`src/rtl/mem_bus_arbiter.sv`:
```
// Memory bus arbiter: one-hot grant, hold until DONE/withdraw/timeout, one turnaround cycle.
// Define ARB_ROUND_ROBIN_EN for rotating priority; otherwise fixed priority with index 0 highest.
module mem_bus_arbiter #(
    parameter int NREQ    = 3,
    parameter int TIMEOUT = 255
) (
    input  logic                    MasterClock,
    input  logic                    RESETL,
    input  logic [NREQ-1:0]         REQ,
    input  logic [NREQ-1:0]         LOCK,
    input  logic                    DONE,
    output logic [NREQ-1:0]         GNT,
    output logic [$clog2(NREQ)-1:0] GNT_ID,
    output logic                    BUSY,
    output logic                    TIMEOUT_ERR
);

    localparam int IDW = $clog2(NREQ);
    localparam int CW  = $clog2(TIMEOUT + 1);

    typedef enum logic [1:0] {
        ST_IDLE,
        ST_OWN,
        ST_TURN
    } state_t;

    state_t          state_q;
    logic [NREQ-1:0] gnt_q;
    logic [IDW-1:0]  gnt_id_q;
    logic            busy_q;
    logic            terr_q;
    logic [CW-1:0]   cnt_q;
`ifdef ARB_ROUND_ROBIN_EN
    logic [IDW-1:0]  last_q;
`endif

    logic            win_vld_d;
    logic [IDW-1:0]  win_idx_d;
    logic [IDW-1:0]  cand;
    logic            own_req;
    logic            own_lock;
    logic            at_limit;
    logic            timeout_hit;
    logic            release_own;

    always_comb begin
        win_vld_d = 1'b0;
        win_idx_d = '0;
        cand      = '0;
        for (int k = 0; k < NREQ; k++) begin
`ifdef ARB_ROUND_ROBIN_EN
            cand = IDW'((int'(last_q) + 1 + k) % NREQ);
`else
            cand = IDW'(k);
`endif
            if (!win_vld_d && REQ[cand]) begin
                win_vld_d = 1'b1;
                win_idx_d = cand;
            end
        end
    end

    // DONE on the timeout boundary takes precedence over the forced release.
    assign own_req     = REQ[gnt_id_q];
    assign own_lock    = LOCK[gnt_id_q];
    assign at_limit    = (cnt_q == CW'(TIMEOUT - 1));
    assign timeout_hit = at_limit & ~DONE;
    assign release_own = (DONE & ~own_lock) | ~own_req | timeout_hit;

    always_ff @(posedge MasterClock or negedge RESETL) begin
        if (!RESETL) begin
            state_q  <= ST_IDLE;
            gnt_q    <= '0;
            gnt_id_q <= '0;
            busy_q   <= 1'b0;
            terr_q   <= 1'b0;
            cnt_q    <= '0;
`ifdef ARB_ROUND_ROBIN_EN
            last_q   <= IDW'(NREQ - 1);
`endif
        end else begin
            case (state_q)
                ST_IDLE: begin
                    terr_q <= 1'b0;
                    if (win_vld_d) begin
                        state_q  <= ST_OWN;
                        gnt_q    <= {{(NREQ-1){1'b0}}, 1'b1} << win_idx_d;
                        gnt_id_q <= win_idx_d;
                        busy_q   <= 1'b1;
                        cnt_q    <= '0;
                    end
                end
                ST_OWN: begin
                    if (release_own) begin
                        state_q <= ST_TURN;
                        gnt_q   <= '0;
                        busy_q  <= 1'b0;
                        terr_q  <= timeout_hit;
                        cnt_q   <= '0;
`ifdef ARB_ROUND_ROBIN_EN
                        last_q  <= gnt_id_q;
`endif
                    end else if (DONE) begin
                        cnt_q <= '0;
                    end else if (cnt_q != {CW{1'b1}}) begin
                        cnt_q <= cnt_q + CW'(1);
                    end
                end
                ST_TURN: begin
                    state_q <= ST_IDLE;
                    terr_q  <= 1'b0;
                end
                default: begin
                    state_q <= ST_IDLE;
                    gnt_q   <= '0;
                    busy_q  <= 1'b0;
                    terr_q  <= 1'b0;
                end
            endcase
        end
    end

    assign GNT         = gnt_q;
    assign GNT_ID      = gnt_id_q;
    assign BUSY        = busy_q;
    assign TIMEOUT_ERR = terr_q;

endmodule
```
`config.mk`:
```
export PLATFORM = sky130hd
export DESIGN_NAME = mem_bus_arbiter
export DESIGN_NICKNAME = d
export VERILOG_FILES = /design/src/rtl/mem_bus_arbiter.sv
export SDC_FILE = /design/constraint.sdc
export NUM_CORES = 1
export LEC_CHECK = 0
export ABC_AREA = 1
export CAP_MARGIN = 20
export CORE_AREA = 2 2 51 53
export CTS_CLUSTER_DIAMETER = 80
export CTS_CLUSTER_SIZE = 10
export DETAILED_ROUTE_END_ITERATION = 12
export DIE_AREA = 0 0 53 55
export PLACE_DENSITY = 0.67
export SLEW_MARGIN = 20
export SYNTH_ARGS = -nofsm -noshare
export SYNTH_HDL_FRONTEND = slang
export SYNTH_SLANG_ARGS = --single-unit
```
`constraint.sdc`:
```
create_clock -name MasterClock -period 2.8 [get_ports MasterClock]
set_clock_uncertainty 0.1 [all_clocks]
set_input_delay 0.28 -clock MasterClock [delete_from_list [all_inputs] [get_ports MasterClock]]
set_output_delay 0.28 -clock MasterClock [all_outputs]
set_load 0.01 [all_outputs]
```
==> impl_metrics.json <==
{
  "slew_headroom_pct": 48.6,
  "clock_tree.htree_level_count": 1,
  "maximum_number_of_pins_on_one_net_before_global_route_repair": 18,
  "unrepaired_setup_endpoints_after_global_routing": "no",
  "ctsRootBufferMaster": "sky130_fd_sc_hd__clkbuf_4",
  "clock.fmax_mhz": 563,
  "postCtsResizedCells": 0,
  "cp.arrival_ps": 1870,
  "finalWorstPathRequiredPeriod_ps": 1770,
  "first_pass_grt_wire_length_um": 3150,
  "post_cts_buffers": 0,
  "io_buffers": 15,
  "worstRegToRegCells": 10,
  "leakage_nw": 0.589,
  "synth_edf_count": 0,
  "setup_violations": 0,
  "layout_worst_path_cycle_share_pct": 63.4,
  "placementRows": 18,
  "cts_made_buffers": 3,
  "finalWeightedCongestion": 0.827,
  "crit_path_end_kind": "flip-flop",
  "die_width_um": 53,
  "post-place-cells": 177,
  "netlist.area_leader.share_pct": 41.8,
  "detail_route.drc_violations": 0,
  "n_fill_cell": 247,
  "avgRoutedWirePerCell_um": 10.4,
  "antenna_violating_nets_post_route": 0,
  "internal_power_w": 0.000480,
  "tritoncts_clock_tree": "done",
  "timing.setup.tns_ps": 0,
  "crit_type": "flip-flop to flip-flop",
  "aggregate_global_route_resource_usage_pct": 15.1,
  "dr_iter_0_viols": 16,
  "synth-xor-area-share_pct": 4.30,
  "result_of_the_run": "completed",
  "synth_fp_nets": 144,
  "synth.yosys.warnings": 0,
  "report.final.hold_viol_count": 0,
  "report.final.slew_viol_count": 0,
  "p_seq_share_pct": 42.2,
  "per_instance_average_area_after_synthesis_um2": 7.66,
  "drive_above_1_share_pct": 14.6,
  "synth_top_family_by_area": "simple AND/OR/NAND/NOR gates",
  "vias_per_cell": 4.77,
  "power_frac_clock_pct": 16.8,
  "floorplan.core_area_um2": 2360,
  "vdd_ir_drop_max_mv": 0.440,
  "swShare_pct": 39.3,
  "number_of_distinct_library_cells_after_synthesis": 22,
  "switchingPower_w": 0.000311,
  "hpwlAfterDp_um": 1500,
  "clk_latency_ps": 290,
  "asyncSetResetFlopFracSynth_pct": 100,
  "die_h_um": 55,
  "yosys-top-cells-area": "sky130_fd_sc_hd__dfrtp_1 (42%), sky130_fd_sc_hd__nand2_1 (14%), sky130_fd_sc_hd__inv_1 (6.6%)",
  "post_synth_and_or_nand_nor_area_fraction_pct": 34.0,
  "grt_antenna_before_repair": 0,
  "diode_count": 0,
  "crit_required_ps": 2890,
  "worstMarginPinSlew_ps": 768,
  "routed-via-count": 864,
  "synth_area_leader_cell": "sky130_fd_sc_hd__dfrtp_1",
  "wirelength_um": 1890,
  "start_util_pct": 43.1,
  "hold_class": "primary input to asynchronous set/reset pin",
  "post_synth_most_frequent_cells": "sky130_fd_sc_hd__nand2_1 (39), sky130_fd_sc_hd__inv_1 (18), sky130_fd_sc_hd__dfrtp_1 (17), sky130_fd_sc_hd__nor2_1 (12), sky130_fd_sc_hd__nand2_2 (7)",
  "firstDrtPassIters": 4,
  "total_power_w": 0.000791,
  "final_cells": 181,
  "yosysSeqAreaShare_pct": 41.8,
  "setup.worst_path.start_class": "flip-flop",
  "yosys.area_share.adder_pct": 2.46,
  "ctsLongestPathBuffers": 2,
  "ys_ff_latch": 17,
  "synth_flop_cell": "sky130_fd_sc_hd__dfrtp_1",
  "synth.area.mux_share_pct": 0,
  "synth_compound_area_share_pct": 8.97,
  "cts-hold-fix-buffers": 0,
  "die-area_um2": 2920,
  "syn_area_um2": 1020,
  "comb_power_share_pct": 41.1,
  "critical_path.max_fanout": 12,
  "synth.most_common_cell": "sky130_fd_sc_hd__nand2_1",
  "fin_nets": 163,
  "cap_viol_max_count": 0,
  "worst_setup_hold_path_clk_slew_ps": 100,
  "power_density_nw_per_um2": 648,
  "cts.sink_count": 17,
  "io_pins": 16,
  "synth_cells": 133,
  "grt_pass1_vias": 772,
  "area_growth_synth_to_finish_pct": 19.9,
  "grt_remaining_overflow": 0
}
per-stage QoR:
step | hold slack, ps | setup slack (ps) | utilization (%) | cell area [um2]
5_1_grt | 398 | 822 | 51.6 | 1220
2_1_floorplan | -116 | 1270 | - | 1020
3_3_place_gp | 358 | 818 | 50.5 | 1190
3_5_place_dp | 368 | 748 | 50.5 | 1190
4_1_cts | 367 | 1010 | 51.6 | 1220
6_report | 332 | 1030 | 51.6 | 1220
power groups by stage:
| stage | registers, W | clock network, W | logic [W] |
|---|---|---|---|
| 2_1_floorplan | 0.000348 | 0 | 0.000200 |
| 3_3_place_gp | 0.000336 | 0 | 0.000322 |
| 3_5_place_dp | 0.000338 | 0 | 0.000326 |
| 4_1_cts | 0.000334 | 0.000139 | 0.000328 |
| 5_1_grt | 0.000342 | 0.000146 | 0.000362 |
| 6_report | 0.000334 | 0.000132 | 0.000325 |
metal layers:
| layer | up-vias | track usage [%] | share of wire (%) |
|---|---|---|---|
| met5 | - | 0 | 0 |
| met4 | 0 | 7.69 | 1.6 |
| met3 | 4 | 2.42 | 4.4 |
| met2 | 14 | 23.8 | 45 |
| met1 | 392 | 20.1 | 49 |
| li1 | 454 | - | - |
final cells by class:
cell class              count  area, um2  area share (%)
inverters                  20       75.1            6.15
repair buffers             15        150            12.3
flip-flops and latches     17        425            34.8
well taps                  30       37.5            3.07
clock buffers               4       26.3            2.15
multi-input cells          95        507            41.5
path summary, 6_finish.rpt:
| kind | start | end | slack, ps |
|---|---|---|---|
| worst max-delay path | cnt_q[0] | cnt_q[5] | 1030 |
| worst max register to register | cnt_q[0] | cnt_q[5] | 1030 |
| worst min-delay path | RESETL | state_q[0] | 330 |
| max in group asynchronous | RESETL | GNT_ID[0] | 1790 |
| min in group MasterClock | BUSY | BUSY | 390 |
| worst min register to register | BUSY | BUSY | 390 |
state kept, by name (all words and copies together) (netlist names):
register     cells
state_q          2
TIMEOUT_ERR      1
GNT              3
BUSY             1
GNT_ID           2
cnt_q            8
logic make-up (layout without fill, tap and decap cells):
group                    count (synthesis)  in the layout
AO/OA/AOI/OAI                           13             13
XOR/XNOR                                 5              5
adder cells (fa/ha/maj)                  2              2
buffers and inverters                   21             39
flip-flops                              17             17
AND/OR/NAND/NOR                         75             75
worst max-delay path, cell delays in order, from the launching register on:
cell                      delay, ps
sky130_fd_sc_hd__dfrtp_1        450
sky130_fd_sc_hd__ha_1           220
sky130_fd_sc_hd__inv_1           90
sky130_fd_sc_hd__nor2_4         120
sky130_fd_sc_hd__nand2_1         70
sky130_fd_sc_hd__nor2_2          90
sky130_fd_sc_hd__nand3_2         80
sky130_fd_sc_hd__nand2_2        240
sky130_fd_sc_hd__inv_1          100
sky130_fd_sc_hd__nand2_1         70
sky130_fd_sc_hd__nand2_1         40
cells in the final DEF (no fill, tap or decap), types with 5 or more instances in the layout:
master                            instances
sky130_fd_sc_hd__nand2_1                 39
sky130_fd_sc_hd__inv_1                   18
sky130_fd_sc_hd__dfrtp_1                 17
sky130_fd_sc_hd__clkdlybuf4s50_1         15
sky130_fd_sc_hd__nor2_1                  12
sky130_fd_sc_hd__nand2_2                  7
sky130_fd_sc_hd__nand4_1                  5
sky130_fd_sc_hd__nand3_1                  5
sky130_fd_sc_hd__o21ai_2                  5
(Power assumes the default switching activity.)
